File: src/rtl/ipif_param_bank.sv
// IPIF register bank for IP running on the bus clock. It turns level RdCE/WrCE into
// one-shot accesses and supports RW, RO, PULSE and STICKY registers with an optional shadow stage.
module ipif_param_bank #(
    parameter int                 C_S_AXI_DATA_WIDTH = 32,
    parameter int                 N_REG              = 4,
    parameter logic [2*N_REG-1:0] REG_MODE           = '0,
    parameter int                 PULSE_LEN          = 1,
    parameter bit                 SHADOW             = 1'b0
) (
    input  logic                                S_AXI_ACLK,
    input  logic                                S_AXI_ARESETN,
    input  logic [C_S_AXI_DATA_WIDTH-1:0]       Bus2IP_Data,
    input  logic [C_S_AXI_DATA_WIDTH/8-1:0]     Bus2IP_BE,
    input  logic [N_REG-1:0]                    Bus2IP_RdCE,
    input  logic [N_REG-1:0]                    Bus2IP_WrCE,
    output logic [C_S_AXI_DATA_WIDTH-1:0]       IP2Bus_Data,
    output logic                                IP2Bus_RdAck,
    output logic                                IP2Bus_WrAck,
    output logic [N_REG*C_S_AXI_DATA_WIDTH-1:0] params_to_IP,
    input  logic [N_REG*C_S_AXI_DATA_WIDTH-1:0] params_from_IP,
    input  logic [N_REG*C_S_AXI_DATA_WIDTH-1:0] events_from_IP,
    input  logic                                commit,
    output logic [N_REG-1:0]                    wr_strobe_to_IP,
    output logic [N_REG-1:0]                    rd_strobe_to_IP
);

    localparam int         W           = C_S_AXI_DATA_WIDTH;
    localparam int         NB          = W / 8;
    localparam logic [1:0] MODE_RW     = 2'd0;
    localparam logic [1:0] MODE_RO     = 2'd1;
    localparam logic [1:0] MODE_PULSE  = 2'd2;
    localparam logic [1:0] MODE_STICKY = 2'd3;
    localparam logic [7:0] PULSE_INIT  = 8'(PULSE_LEN);
    localparam logic [N_REG-1:0] ONE   = 1;

    function automatic logic [1:0] mode_of(input int idx);
        return REG_MODE[2*idx +: 2];
    endfunction

    logic [N_REG-1:0] wr_ce_q, rd_ce_q;
    logic [N_REG-1:0] wr_edge, rd_edge, wr_sel, rd_sel;
    logic [W-1:0]     be_mask;
    logic [W-1:0]     data_q [N_REG];
    logic [W-1:0]     data_d [N_REG];
    logic [W-1:0]     act_q  [N_REG];
    logic [W-1:0]     act_d  [N_REG];
    logic [7:0]       cnt_q  [N_REG];
    logic [7:0]       cnt_d  [N_REG];
    logic [W-1:0]     reg_val[N_REG];
    logic [W-1:0]     rd_mux;
    logic [W-1:0]     rd_data_q;
    logic             wr_ack_q, rd_ack_q;
    logic [N_REG-1:0] wr_stb_q, rd_stb_q;

    // Bus handshake: a CE rising edge is the request; the bank answers with exactly one
    // single-cycle ack (plus strobe) on the next cycle, and needs no CE deassertion to accept it.
    // Simultaneous rising bits are resolved to the lowest index by isolating the lowest set bit.
    assign wr_edge = Bus2IP_WrCE & ~wr_ce_q;
    assign rd_edge = Bus2IP_RdCE & ~rd_ce_q;
    assign wr_sel  = wr_edge & (~wr_edge + ONE);
    assign rd_sel  = rd_edge & (~rd_edge + ONE);

    always_comb begin
        be_mask = '0;
        for (int b = 0; b < NB; b++) begin
            be_mask[8*b +: 8] = {8{Bus2IP_BE[b]}};
        end
    end

    always_comb begin
        for (int i = 0; i < N_REG; i++) begin
            data_d[i] = data_q[i];
            cnt_d[i]  = cnt_q[i];
            case (mode_of(i))
                MODE_RW: begin
                    if (wr_sel[i]) begin
                        data_d[i] = (data_q[i] & ~be_mask) | (Bus2IP_Data & be_mask);
                    end
                end
                MODE_PULSE: begin
                    if (wr_sel[i]) begin
                        data_d[i] = Bus2IP_Data & be_mask;
                        cnt_d[i]  = PULSE_INIT;
                    end else if (cnt_q[i] != 8'd0) begin
                        cnt_d[i] = cnt_q[i] - 8'd1;
                        if (cnt_q[i] == 8'd1) begin
                            data_d[i] = '0;
                        end
                    end
                end
                MODE_STICKY: begin
                    // Events are OR-ed in after the clear so a coincident set wins.
                    data_d[i] = (data_q[i] & ~({W{wr_sel[i]}} & Bus2IP_Data & be_mask))
                              | events_from_IP[i*W +: W];
                end
                default: data_d[i] = '0;
            endcase
            act_d[i] = (SHADOW && (mode_of(i) == MODE_RW) && commit) ? data_d[i] : act_q[i];
        end
    end

    always_comb begin
        rd_mux       = '0;
        params_to_IP = '0;
        for (int i = 0; i < N_REG; i++) begin
            reg_val[i] = (mode_of(i) == MODE_RO) ? params_from_IP[i*W +: W] : data_q[i];
            if (rd_sel[i]) begin
                rd_mux = rd_mux | reg_val[i];
            end
            params_to_IP[i*W +: W] = (SHADOW && (mode_of(i) == MODE_RW)) ? act_q[i] : reg_val[i];
        end
    end

    always_ff @(posedge S_AXI_ACLK or negedge S_AXI_ARESETN) begin
        if (!S_AXI_ARESETN) begin
            wr_ce_q   <= '0;
            rd_ce_q   <= '0;
            wr_ack_q  <= 1'b0;
            rd_ack_q  <= 1'b0;
            wr_stb_q  <= '0;
            rd_stb_q  <= '0;
            rd_data_q <= '0;
            for (int i = 0; i < N_REG; i++) begin
                data_q[i] <= '0;
                act_q[i]  <= '0;
                cnt_q[i]  <= '0;
            end
        end else begin
            wr_ce_q  <= Bus2IP_WrCE;
            rd_ce_q  <= Bus2IP_RdCE;
            wr_ack_q <= |wr_sel;
            rd_ack_q <= |rd_sel;
            wr_stb_q <= wr_sel;
            rd_stb_q <= rd_sel;
            if (|rd_sel) begin
                rd_data_q <= rd_mux;
            end
            for (int i = 0; i < N_REG; i++) begin
                data_q[i] <= data_d[i];
                act_q[i]  <= act_d[i];
                cnt_q[i]  <= cnt_d[i];
            end
        end
    end

    assign IP2Bus_Data     = rd_data_q;
    assign IP2Bus_RdAck    = rd_ack_q;
    assign IP2Bus_WrAck    = wr_ack_q;
    assign wr_strobe_to_IP = wr_stb_q;
    assign rd_strobe_to_IP = rd_stb_q;

endmodule

File: config.mk
export PLATFORM = sky130hd
export DESIGN_NAME = ipif_param_bank
export DESIGN_NICKNAME = d
export VERILOG_FILES = /design/src/rtl/ipif_param_bank.sv
export SDC_FILE = /design/constraint.sdc
export NUM_CORES = 1
export LEC_CHECK = 0
export CAP_MARGIN = 20
export CORE_AREA = 2 2 185 187
export CTS_CLUSTER_DIAMETER = 40
export DETAILED_ROUTE_END_ITERATION = 10
export DIE_AREA = 0 0 187 189
export PLACE_DENSITY = 0.61
export SKIP_CTS_REPAIR_TIMING = 1
export SLEW_MARGIN = 10
export SYNTH_ARGS = -nofsm -noshare
export SYNTH_HDL_FRONTEND = slang
export SYNTH_SLANG_ARGS = --single-unit
File: constraint.sdc
create_clock -name S_AXI_ACLK -period 1.65 [get_ports S_AXI_ACLK]
set_clock_uncertainty 0.2 [all_clocks]
set_input_delay 0.2475 -clock S_AXI_ACLK [delete_from_list [all_inputs] [get_ports S_AXI_ACLK]]
set_output_delay 0.2475 -clock S_AXI_ACLK [all_outputs]
set_load 0.005 [all_outputs]
=== Yosys cells after proc, flatten, opt, wreduce, memory -nomap -nowiden ===
Cells that the tools add are included.

* Input port bits: 303
* Register bits after elaboration: 178
* Word-level logic and storage cells: 40
* Bits in latches: 0
* RAM bits: 0
* Memories: 0
* ROM bits: 0

* Reductions and logical operators: 2
* Bitwise operators: 21
* Order comparisons: 0
* Equal/unequal tests: 0
* Shifts and indexed selects: 0
* Add/subtract/negate cells: 2
* Multiply operators: 0
* Multiplexer cells: 4
* Divide/modulo/power cells: 0

{| class="wikitable"
|+ Operator list
! kind !! number
|-
| bitwise OR 32 bit || 7
|-
| AND 32 bit || 5
|-
| 2-to-1 mux 32 bit || 4
|-
| NOT 32 bit || 1
|-
| AND 4 bit || 4
|-
| NOT 4 bit || 4
|-
| adder 4 x 1 -> 4 bit (second input constant) || 2
|-
| OR reduction 4 bit || 2
|}

=== Logic depth before layout (Yosys ltp) ===
Gate-level depths: netlist of run 1.

* Depth in word-level cells: 12
* Mapped depth: 7
* Depth with buffers taken out: 4

=== Worst setup path before layout of run 1 ===
OpenSTA, ideal clock, no wires.

* Path type: reg-to-reg
* Start: reg wr_ce_q[2]
* End: reg (tool-made name)
* Stages on the path, launching flop included: 5
* Required time: 1.325 ns
* Buffers on the path: 0
* Arrival: 1.416 ns
* Clock period less this slack: 1.741 ns
* Slack: -0.091 ns
* Cells stage by stage: dfrtp_1 > and2b_1 > nor3b_2 > nand2_2 > mux2_2

{| class="wikitable"
|+ RTL lines
! element !! RTL line !! source
|-
| start: declaration || 40 || <nowiki>logic [N_REG-1:0] wr_ce_q, rd_ce_q;</nowiki>
|-
| start signal: assignment || 129 || <nowiki>wr_ce_q <= Bus2IP_WrCE;</nowiki>
|}

==> results of run 1 <==
-- final timing paths --
path                                         endpoint  slack [ps]  cells after the start
setup / recovery                             register        -180                      6
hold / removal                         IP2Bus_Data[6]          70                      2
setup reg to reg                             register        -180                      6
hold reg to reg                        IP2Bus_Data[2]         330                      1
max in group asynchronous  asynchronous set/reset pin         620                      3
min in group S_AXI_ACLK                    wr_ce_q[2]          80                      1
-- stage by stage --
stage	cell area, sq um	TNS, ps
floorplan	7014	-2397
global placement	10120	-86890
finish	11980	-13720
detailed placement	10120	-90310
CTS	10760	-60630
global route	11980	-24240
-- per-layer routing --
metal	wire (um)	part of all wire (%)
met1	12200	44
met2	11720	43
met3	3086	11
met4	437	1.6
met5	0	0
-- power groups by stage --
stage	logic, mW	registers, mW	clock network, mW
finish	4.02	5.97	4.30
global placement	3.72	6.09	0
floorplan	1.08	5.94	0
global route	4.33	6.09	4.61
detailed placement	3.76	6.09	0
CTS	3.78	6.02	4.42
-- worst register-to-register path: stages, from the launching register on --
cell and delay [ps]:
dfrtp_1 400, nor2b_4 260, buf_4 180, nor3b_4 40, buf_12 140, nand2_4 130
mux2_2 370
-- layout make-up --
class,count,share of cell area [%]
Tap cell,448,4.679
Multi-Input combinational cell,258,22.86
Timing Repair Buffer,305,29.87
Clock inverter,15,1.828
Sequential cell,178,37.20
Clock buffer,17,3.551
-- layout by cell type (no fill, tap or decap), drive strengths merged --
cell type | netlist | routed
nand2b | 2 | 2
nor3 | 2 | 2
clkdlybuf4s50 | 0 | 45
o21ai | 32 | 32
clkinv | 0 | 7
nor3b | 2 | 2
and2b | 1 | 1
a2bb2oi | 32 | 32
nor2b | 7 | 7
a222oi | 32 | 32
dfrtp | 178 | 178
nor4 | 2 | 2
nand2 | 18 | 18
inv | 0 | 8
dlymetal6s2s | 0 | 168
dlygate4sd3 | 0 | 1
mux2 | 128 | 128
clkbuf | 12 | 21
buf | 10 | 87
-- cell families after synthesis --
kind of cell | Yosys count | synth area share [%]
flops | 178 | 63.79
mux | 128 | 20.64
compound gates | 96 | 10.89
simple gates | 34 | 3.243
buf+inv | 22 | 1.433
==> results.md, run 1 <==
- Status: finished with violations
- Failing checks: setup timing
- Net Count, Synth: 761
- DRC violations left: 0
- Core Rows: 67
- Pre-CTS setup slack: -673.3 ps
- Fmax: 545.1 MHz
- Switching share of power: 30.56%
- Clock root cell: clkbuf_16
- Std-Cell Core Area: 0.03328 sq mm
- Final ANT Viol Nets: 0
- Post-Syn Area: 0.006983 sq mm
- Placed cell count: 1136
- TritonRoute pass-1 iters: 8
- Filler cell count: 3227
- Avg Inst Size Synth: 15.25 sq um
- Cell Pwr Density: 1194 mW/mm^2
- Post-synth EDFFs: 0
- Routed len/inst: between 20 and 25 um
- Max-cap violations: 0
- Vias in the first global route: 5456
- Initial drt markers: 326
- Worst setup EP type: register
- Setup violators final: 138
- Switch Pwr: 4.369 mW
- Area growth syn-to-layout: 71.55%
- Final Core Density: 35.99%
- Global-route wire length before repair: 38.41 mm
- Syn. warnings: 0
- Minimum clock period: approximately 1800 ps
- Pint: 9.930 mW
- Layout cells sized above 1: 37.77%
- Via count: 5463
- Met3 Use GR: 7.118%
- VDD IR-drop max: 0.0006831 V
- I/O Buffers: approximately 220
- Slew margin rel.: 62.54%
- CTS Sinks: 178
- Finished Layout Cells: 1221
- I/O Pins: 473
- CP arrival: 1950 ps
- Largest net degree at the start of global routing: 51
- Ant. Diodes: 0
- TritonCTS buffer count: 17
- Worst skew pair latency: 440 ps
- Crit path max fanout: 8
- Top cells by instance count after synthesis: 178 x dfrtp_1, 128 x mux2_2, 32 x a222oi_1, 32 x a2bb2oi_1, 32 x o21ai_0
- Worst Hold Class: in2async
- Sequential power share: roughly two fifths
- Routability cong.: 0.7643
- Synth Register Bits: 178
- Total track usage: 14.85%
- Fin crit share: 111.2%
- Clock Power Share: 30.1%
- Synth Flop Type: dfrtp_1
- Synth area leader: dfrtp_1
- Clk pin slew, worst setup/hold paths: 90 ps
- Crit path cell chain: nor2b_4, buf_4, nor3b_4, buf_12, nand2_4, mux2_2
- Final hold vios: 0
- Final wirelength: 27.45 mm
- Area of the die: 0.03534 sq mm
- Final WS setup: -184.7 ps
- Worst-margin pin slew: 560.1 ps
- Most frequent cell after synthesis: dfrtp_1
- Grt ovf: 0
- Crit path from: wr_ce_q[0]
- Share of synthesized flip-flops with an asynchronous set or reset: 100.0%
- CTS Buffer Depth: 2
- Smallest hold slack: 66.77 ps
- CTS tree: built
- Yosys top cell area share: 63.79%
- Multi-input logic area: approximately 0.0027 sq mm
- CP required: 1760 ps
- Die outline width: about 190 um
- Final Max Tran Viols: 0
- Nets@finish: roughly 1100
- CP peak stage delay: roughly 400 ps
- Antenna violations before repair: 1
- FF-to-FF Start: wr_ce_q[0]
- Die H: roughly 190 um
- Worst setup SP type: register
- Post-synthesis cell count: 458
- Top cells by area in the synthesized netlist: dfrtp_1 64%, mux2_2 21%, a222oi_1 4.6%
- Tot Pwr: 14.30 mW
- Most Used Layer, Global Route: met2
- Dpl hpwl: 19.13 mm
- Met1 usage: 20.12%
- Grt met2 use: between 20% and 30%
- Crit Path Category: reg2reg
- Slowest CP cell: dfrtp_1
- Buf+Inv Stages, Crit Path: 2
- P_leak: 6.585 nW
- Post-synth cell types: 20
- Crit-path leading delay family: simple AND/OR/NAND/NOR gates
- Sequential fraction of the synthesis area: between 60% and 70%
- Register area: 0.004457 sq mm
- Combinational power share: 28.1%
- Effective utilization at floorplan: 20.98%
- H-tree depth: 4
- Drt via density: 4.474
- Unrepaired setup endpoints after global routing: true
(Power assumes the default switching activity.)
==> inputs of run 2 (changes only) <==
- PLACE_DENSITY: 0.61 -> 0.53
==> run 2 against run 1 <==
- the flow still finishes with violations (setup timing)
- final area rose by 0.69%
- count of clock-buffer cells in the layout rose by 1
- sequential power barely moved
- via count barely moved
- first-iteration DRC count fell by 7.7%
- largest power group unchanged
- global-route usage rose by 0.16 points
- sequential cell count did not move
- die area did not move
- critical path depth did not move
- final cell count rose by 0.90%
- non-clock buffer count rose by 10
- utilization rose by 0.25 points
==> results.md, run 2 (synthesized netlist as in run 1, its figures left out) <==
- Status: finished with violations
- Failing checks: setup timing
- Via count: 5468 (+0.092%)
- Cell Pwr Density: 1166 mW/mm^2 (-2.3%)
- Final ANT Viol Nets: 0 (unchanged)
- Worst-margin pin slew: 634.9 ps (+74.79 ps)
- Met1 WL: 13.07 mm (+7.1%)
- Sequential power share: 42.4% (+0.6 points)
- Max-cap violations: 0 (unchanged)
- Switching share of power: 29.67% (-0.89 points)
- Final hold vios: 0 (unchanged)
- CP Depth: 6 (unchanged)
- Core Rows: 67 (unchanged)
- Crit path cell chain: and2b_2, nor4_4, buf_4, buf_8, nand2_8, mux2_2
- Area of the die: 0.03534 sq mm (unchanged)
- CP required: 1770 ps (about the same)
- Most frequent cells in the layout: 178 x dfrtp_1, 169 x dlymetal6s2s_1, 127 x mux2_2, 63 x buf_4, 45 x clkdlybuf4s50_1
- Final Max Tran Viols: 0 (unchanged)
- Finished Layout Cells: 1232 (+0.90%)
- Antenna violations before repair: 2 (+1)
- Commonest non-fill, non-tap cell in the layout: dfrtp_1
- WL met2: 12.22 mm (+4.3%)
- P_leak: 6.609 nW (+0.36%)
- Die outline width: 187 um (unchanged)
- Routability cong.: 0.7559 (-1.1%)
- CTS Sinks: 178 (unchanged)
- Filler cell count: 3247 (+0.62%)
- Effective utilization at floorplan: 20.98% (unchanged)
- Clk pin slew, worst setup/hold paths: 70 ps (-20 ps)
- Crit path max fanout: 8 (unchanged)
- Final WS setup: -159.3 ps (+25.32 ps)
- Layout cells sized above 1: 39.08% (+1.3 points)
- I/O Pins: 473 (unchanged)
- H-tree depth: 4 (unchanged)
- CTS Buffer Depth: 2 (unchanged)
- TritonCTS buffer count: 17 (unchanged)
- DRC violations left: 0 (unchanged)
- Vias in the first global route: 5583 (+2.3%)
- Dpl hpwl: 18.99 mm (-0.74%)
- Nets@finish: 1073 (+0.94%)
- Clock Power Share: 28.6% (-1.5 points)
- Fmax: 552.7 MHz (+1.4%)
- Worst setup EP type: register
- Cell Area, Placed: 0.01016 sq mm (+0.44%)
- Total track usage: 15.01% (+0.16 points)
- Worst skew pair latency: 440 ps (about the same)
- Die H: 189 um (unchanged)
- Buf+Inv Stages, Crit Path: 2 (unchanged)
- Register-to-Register Path Depth: 6 (unchanged)
- Max Used Layer: met5
- Pint: 9.890 mW (-0.40%)
- Hold Path Depth: 1
- Initial drt markers: 301 (-7.7%)
- Crit-path leading delay family: simple AND/OR/NAND/NOR gates
- Area growth syn-to-layout: 72.73%
- Drt via density: 4.438 (-0.80%)
- Largest net degree at the start of global routing: 41 (-20%)
- Setup violators final: 162 (+17%)
- Fin crit share: 109.7% (-1.5 points)
- I/O Buffers: 215 (unchanged)
- Std-Cell Core Area: 0.03328 sq mm (unchanged)
- Final instance area: 0.01206 sq mm (+0.69%)
- Final wirelength: 28.53 mm (+3.9%)
- Slew margin rel.: 57.54% (-5.0 points)
- TritonRoute pass-1 iters: 5 (-3)
- Crit Path Category: reg2reg
- CTS tree: built
- Clock root cell: clkbuf_16
- Combinational power share: 29.1% (+1.0 points)
- VDD IR-drop max: 0.0006747 V (-1.2%)
- Minimum clock period: 1809 ps (-25.32 ps)
- Placed cell count: 1142 (+0.53%)
- Wire length on met3: 2.837 mm (-8.1%)
- Worst setup SP type: register
- CP arrival: 1920 ps (-30 ps)
- Switch Pwr: 4.172 mW (-4.5%)
- Routed len/inst: 23.15 um (+3.0%)
- Slowest CP cell: dfrtp_1
- CP peak stage delay: 310 ps (-90 ps)
- Worst Hold Class: in2reg
- Global-route wire length before repair: 39.05 mm (+1.7%)
- Unrepaired setup endpoints after global routing: true
- Grt ovf: 0 (unchanged)
## run 2: cell count changes in the layout (fill, tap and decap cells not counted), sizes merged
cell	before	now
dlymetal6s2s	168	169
clkinv	7	1
clkinvlp	0	2
inv	8	11
clkbuf	21	24
buf	87	94
diode	0	1
## run 2: power groups by stage
stage          logic, mW  registers, mW  clock network (mW)
5_1_grt             4.42           6.07                4.33
2_1_floorplan       1.08           5.94                   0
6_report            4.09           5.96                4.01
4_1_cts             3.78           6.01                4.14
3_3_place_gp        3.72           6.09                   0
3_5_place_dp        3.75           6.07                   0
## run 2: through the flow
| step | setup TNS, ps | total power, mW | hold WS [ps] | worst slack [ps] | utilization [%] |
|---|---|---|---|---|---|
| global placement | -73660 | 9.812 | 16.81 | -520.2 | 30.53 |
| finish | -13410 | 14.06 | 84.58 | -159.3 | 36.24 |
| CTS | -45550 | 13.93 | -463.7 | -289.7 | 32.24 |
| floorplan | -2397 | 7.024 | -248.1 | -52.88 | - |
| detailed placement | -79060 | 9.823 | 16.89 | -593.3 | 30.53 |
| global route | -23690 | 14.81 | 74.36 | -228.0 | 36.23 |
## run 2: layout make-up
| type | instances | area [sq um] | share of cell area (%) |
|---|---|---|---|
| Antenna cell | 1 | 2.502 | 0.02075 |
| Clock buffer | 18 | 439.2 | 3.641 |
| Clock inverter | 14 | 130.1 | 1.079 |
| Multi-Input combinational cell | 258 | 2774 | 23.00 |
| Sequential cell | 178 | 4454 | 36.93 |
| Tap cell | 448 | 560.5 | 4.647 |
| Timing Repair Buffer | 315 | 3701 | 30.68 |
## run 2: per-layer routing
layer | GRT usage (%) | vias up
met5 | 0 | -
met1 | 20.41 | 2826
met2 | 20.86 | 223
li1 | - | 2394
met4 | 4.609 | 2
met3 | 7.210 | 23
## run 2: path summary, 6_finish.rpt
check | from | endpoint | slack (ps)
hold reg to reg | register | register | 320
setup reg to reg | wr_ce_q[2] | register | -160
max in group asynchronous | S_AXI_ARESETN | asynchronous set/reset pin | 570
hold / removal | Bus2IP_RdCE[2] | rd_ce_q[2] | 80
min in group asynchronous | S_AXI_ARESETN | IP2Bus_Data[9] | 110
setup / recovery | wr_ce_q[2] | register | -160
## run 2: worst register-to-register path: stages (launching register included)
cell	delay, ps
dfrtp_1	310
and2b_2	240
nor4_4	280
buf_4	160
buf_8	120
nand2_8	90
mux2_2	300
==> RTL edit 1 (flow settings as in run 1) <==
Make the reset (`S_AXI_ARESETN`) synchronous in one clocked block.
--- a/src/rtl/ipif_param_bank.sv
+++ b/src/rtl/ipif_param_bank.sv
@@ -111,7 +111,7 @@
         end
     end
 
-    always_ff @(posedge S_AXI_ACLK or negedge S_AXI_ARESETN) begin
+    always_ff @(posedge S_AXI_ACLK) begin
         if (!S_AXI_ARESETN) begin
             wr_ce_q   <= '0;
             rd_ce_q   <= '0;
Behaviour: differs if S_AXI_ARESETN is asserted again (counterexample within 4 cycles, from zero or initial values and one cycle with S_AXI_ARESETN low); with S_AXI_ARESETN held inactive, the same outputs for 4 cycles.
==> RTL edit 1 against run 1 <==
  * Area after synthesis is 1.2% lower
  * Sequential cell count stayed put
  * Setup slack better by 0.23 ns
  * Routed wire length is 1.0% higher
  * Fmax is 14% higher
  * Cell area is 6.5% lower
  * Die area stayed put
  * Highest routed layer is now met5
Power is not compared: it rests on default switching activity, and its combinational part moved more than twofold at a synthesized area within 25%.
==> RTL edit 1: results (changes against run 1) <==
- The via count of the first global-routing pass is 6,271 (+15%).
- In this run the critical register-to-register path is launched from wr_ce_q[1]$_SDFF_PN0_.
- The arrival time at the worst endpoint is 1.71 ns (-0.24 ns).
- The mean instance size in the synthesized netlist came to 9.37 sq um (-39%).
- The share of post-route cells with drive strength above 1 was 18.9% (-19 points).
- The average routed wire per standard cell is 19.3 um (-14%).
- The post-synthesis share of cell area spent on xor and xnor gates was 0% (unchanged).
- The placement-stage cell area is 10,000 sq um (-1.1%).
- The largest net degree at the start of global routing was 82 (+61%).
- The run finished with clean final reports.
- The via total after detailed routing is 6,513 (+19%).
- The leakage dissipation is 0.00708 uW.
- The multiplexer share of the synthesized area is 9.29% (-11 points).
- The fraction of the mapped netlist area in compound gates is 18.2% (+7.3 points).
- The setup slack of the most critical reg-to-reg path is 0.05 ns (+0.23 ns).
- The final estimated routing congestion in global placement is 0.791 (+3.4%).
- In this run the worst hold path is classified as in2reg.
- The register area share after synthesis is 51.7% (-12 points).
- The startpoint of the worst setup timing path is Bus2IP_WrCE[2].
- The worst voltage drop across the vdd grid is 661 uV.
- The final worst-path setup slack is 0.0423 ns (+0.227 ns).
- The number of antenna violations at the first check in global routing is 4 (+3).
- The library cell used as clock root buffer is sky130_fd_sc_hd__clkbuf_16.
- By area the synthesized netlist is led by sky130_fd_sc_hd__dfxtp_1 (52%), sky130_fd_sc_hd__mux2i_1 (9.3%), sky130_fd_sc_hd__nand2_1 (5.5%).
- The number of DRC markers after the initial detailed-route iteration is 469 (+44%).
- The clock latency on the worst-skew pair is 0.43 ns.
- The post-synthesis adder-cell area fraction is 0% (unchanged).
- The maximum fanout encountered on the critical timing path is 8 (unchanged).
- The count of cell types in the netlist is 29 (+45%).
- The wire length of the first global-routing pass is 40.7 mm (+5.9%).
- The headroom to the max-slew limit is 69.3% (+6.7 points).
- The warning count from the yosys run is 0 (unchanged).
- The worst hold slack across all endpoints is 0.0674 ns (+0.000588 ns).
- The fraction of registers with async set/reset was 0% (-100 points).
- The H-tree depth is 4 (unchanged).
- The clock input transition at the sequential cells of the worst setup and hold paths is 0.07 ns (-0.02 ns).
- The total global routing track utilization is 15.3% (+0.40 points).
- The final-layout fill cell count came to 3,429 (+6.3%).
- Sorting the synthesized cells by how often they occur yields sky130_fd_sc_hd__dfxtp_1 (178), sky130_fd_sc_hd__nand2_1 (101), sky130_fd_sc_hd__nand3_1 (66).
- The half-perimeter wire length after placement is 20.2 mm (+5.6%).
- The worst-case clock buffer depth was 2 (unchanged).
- The count of non-filler cells in the finished layout is 1,436 (+18%).
- The pre-CTS worst setup slack is -0.497 ns (+0.177 ns).
- The depth of the worst register-to-register path is 6 (unchanged).
- The number of I/O port buffers is 215 (unchanged).
- The number of buffers created by CTS was 17 (unchanged).
- The number of nets at the end of the flow is 1,275 (+20%).
- The setup path with the least slack is of type in2reg.
- The first-pass iteration count of the detailed router was 5 (-3).
- The number of nets produced by synthesis is 1,039 (+37%).
RTL edit 1: cell count changes in the layout (fill, tap and decap cells not counted), moves of 33 or more:
cell / change
sky130_fd_sc_hd__dfrtp_1: -176
sky130_fd_sc_hd__nand3_1: +66
sky130_fd_sc_hd__dfxtp_2: +74
sky130_fd_sc_hd__mux2i_1: +64
sky130_fd_sc_hd__nand2_1: +97
sky130_fd_sc_hd__mux2_2: -125
sky130_fd_sc_hd__dfxtp_1: +100
sky130_fd_sc_hd__a21boi_0: +33
sky130_fd_sc_hd__o21ai_0: +33
sky130_fd_sc_hd__nor2b_1: +34
RTL edit 1: how the worst min path moves through the flow:
stage,from,end,cells after the start
2_1_floorplan,Bus2IP_RdCE[1],rd_ce_q[1]$_SDFF_PN0_,1
3_3_place_gp,flop,flop,2
3_5_place_dp,rd_ce_q[0]$_SDFF_PN0_,rd_strobe_to_IP[0]$_SDFF_PN0_,1
4_1_cts,S_AXI_ARESETN,IP2Bus_Data[9]$_SDFFE_PN0P_,3
5_1_grt,Bus2IP_WrCE[1],wr_ce_q[1]$_SDFF_PN0_,3
6_report,Bus2IP_WrCE[1],wr_ce_q[1]$_SDFF_PN0_,3
RTL edit 1: final cells by class:
cell class / instances / area [sq um] / area share, %
multi-input combinational: 500 / 3160 / 28.2
clock buffer: 21 / 480 / 4.29
sequential: 178 / 3670 / 32.8
clock inverter: 11 / 114 / 1.02
timing repair buffer: 274 / 3200 / 28.6
inverter: 1 / 3.75 / 0.0335
tap: 448 / 561 / 5.00
antenna: 3 / 7.51 / 0.0670
RTL edit 1: power breakdown:
group | total [uW] | internal, uW | switching, uW
registers | 4590 | 4470 | 118
clock network | 4170 | 2290 | 1880
logic | 1330 | 656 | 672
RTL edit 1: cell families (layout without fill, tap and decap cells):
group / Yosys count / in the layout
AOI/OAI and AO/OA: 194 / 194
and+or+nand+nor: 242 / 242
buffers and inverters: 58 / 307
muxes: 64 / 64
other: 0 / 3
DFF: 178 / 178
RTL edit 1: layer usage:
metal	share of wire, %	vias up	track usage [%]	routed length, um
li1	-	3109	-	-
met1	46	3110	20.6	12700
met2	41	272	21.6	11400
met3	12	20	7.40	3270
met4	1.3	2	3.79	358
met5	0.047	-	0	13
RTL edit 1: worst max-delay path: stages:
cell	delay, ns
sky130_fd_sc_hd__clkdlybuf4s50_1	0.41
sky130_fd_sc_hd__nor2b_2	0.18
sky130_fd_sc_hd__nor4_4	0.32
sky130_fd_sc_hd__buf_4	0.19
sky130_fd_sc_hd__nand2_2	0.05
sky130_fd_sc_hd__buf_4	0.18
sky130_fd_sc_hd__mux2i_1	0.13
==> RTL edit 2 (flow settings as in run 1) <==
Made on the original files. `REG_MODE`: '0 -> 1.
--- a/src/rtl/ipif_param_bank.sv
+++ b/src/rtl/ipif_param_bank.sv
@@ -3,7 +3,7 @@
 module ipif_param_bank #(
     parameter int                 C_S_AXI_DATA_WIDTH = 32,
     parameter int                 N_REG              = 4,
-    parameter logic [2*N_REG-1:0] REG_MODE           = '0,
+    parameter logic [2*N_REG-1:0] REG_MODE           = 1,
     parameter int                 PULSE_LEN          = 1,
     parameter bit                 SHADOW             = 1'b0
 ) (
Behaviour: not the same (Yosys sat finds a counterexample within 4 cycles, from zero or initial values and one cycle with S_AXI_ARESETN low).
==> RTL edit 2 against run 1 <==
  * Routed wire length is 11% lower
  * Highest routed layer is now met5
  * Core utilization shrank 2.2 points
  * The run still ends with negative setup slack left
  * Critical path depth stayed put
  * Synthesized cell count down 7.9%
  * Sequential cell count is 32 lower
  * Total power down 12%
  * Setup slack improved by 0.038 ns
  * Area after synthesis is 13% lower
  * Cell area shrank 6.1%
==> RTL edit 2: results (changes against run 1) <==
- The share of post-route cells with drive strength above 1 is 34.5% (-3.2 points).
- The detailed-routed wire length on met2 is 11.2 mm (-4.9%).
- The pre-CTS worst setup slack came to -0.579 ns (+0.0942 ns).
- The met3 track demand over resource in global routing is 5.15% (-2.0 points).
- The first-pass iteration count of the detailed router came to 5 (-3).
- The arrival time at the worst endpoint is 1.91 ns (-0.04 ns).
- The leakage dissipation is 0.00638 uW (-3.1%).
- The setup-violating endpoint count in the final report is 108 (-22%).
- The total global routing track utilization is 13.5% (-1.3 points).
- The actual slew at the worst max-slew pin is 0.562 ns (+0.00199 ns).
- The run finished, with violations left.
- After synthesis, the most frequently instantiated cells are sky130_fd_sc_hd__dfrtp_1 (146), sky130_fd_sc_hd__mux2_2 (87).
- The final estimated routing congestion in global placement is 0.751 (-1.7%).
- The number of DRC markers after the initial detailed-route iteration is 330 (+1.2%).
- The number of nets produced by synthesis is 725 (-4.7%).
- The worst voltage drop across the vdd grid is 642 uV (-6.1%).
- The top routing layer in use is met5.
- Yosys attributes the largest share of cell area to sky130_fd_sc_hd__dfrtp_1 (60%), sky130_fd_sc_hd__mux2_2 (16%), sky130_fd_sc_hd__a222oi_1 (5.3%).
- The half-perimeter wire length after placement is 18.0 mm (-6.0%).
- The final reports fail on negative setup slack.
- The clock input transition at the sequential cells of the worst setup and hold paths is 0.07 ns (-0.02 ns).
- The final worst-path setup slack is -0.147 ns (+0.0378 ns).
- The number of I/O port buffers is 247 (+15%).
- The final-layout fill cell count is 3,262 (+1.1%).
- The internal power is 9060 uW (-8.8%).
==> RTL edit 2: logic make-up (layout without fill, tap and decap cells) <==
family	Yosys count	after routing	synth area share, %
flops	146	146	60.1
mux	96	96	18.3
simple gates	30	30	3.58
compound gates	96	96	12.5
buf+inv	54	385	5.45
==> RTL edit 2: final cells by class <==
type / count / share of cell area, %
Clock inverter: 12 / 1.28
Clock buffer: 20 / 4.06
Multi-Input combinational cell: 222 / 22.0
Sequential cell: 146 / 32.5
Tap cell: 448 / 4.98
Timing Repair Buffer: 353 / 35.2
==> RTL edit 2: final timing paths <==
| kind | startpoint | to | slack, ns | cells after the start |
|---|---|---|---|---|
| setup / recovery | wr_ce_q[2]$_DFF_PN0_ | flop | -0.15 | 6 |
| hold / removal | S_AXI_ARESETN | IP2Bus_Data[30]$_DFFE_PN0P_ | 0.04 | 2 |
| setup reg to reg | wr_ce_q[2]$_DFF_PN0_ | flop | -0.15 | 6 |
| hold reg to reg | flop | flop | 0.33 | 1 |
| max in group asynchronous | S_AXI_ARESETN | async pin | 0.66 | 3 |
| min in group S_AXI_ACLK | Bus2IP_WrCE[0] | wr_ce_q[0]$_DFF_PN0_ | 0.08 | 1 |
==> RTL edit 2: power by group through the flow <==
stage,clock [uW],combinational (uW),sequential [uW]
3_5_place_dp,0,3440,4990
6_report,3990,3660,4890
4_1_cts,4110,3460,4940
3_3_place_gp,0,3390,5000
5_1_grt,4260,3900,4980
2_1_floorplan,0,1060,4870
==> RTL edit 2: stage by stage <==
step           util, %  instances
6_report          33.8       1201
5_1_grt           33.8       1201
4_1_cts           30.8       1160
3_5_place_dp      29.0       1128
3_3_place_gp      29.0       1128
2_1_floorplan        -        422
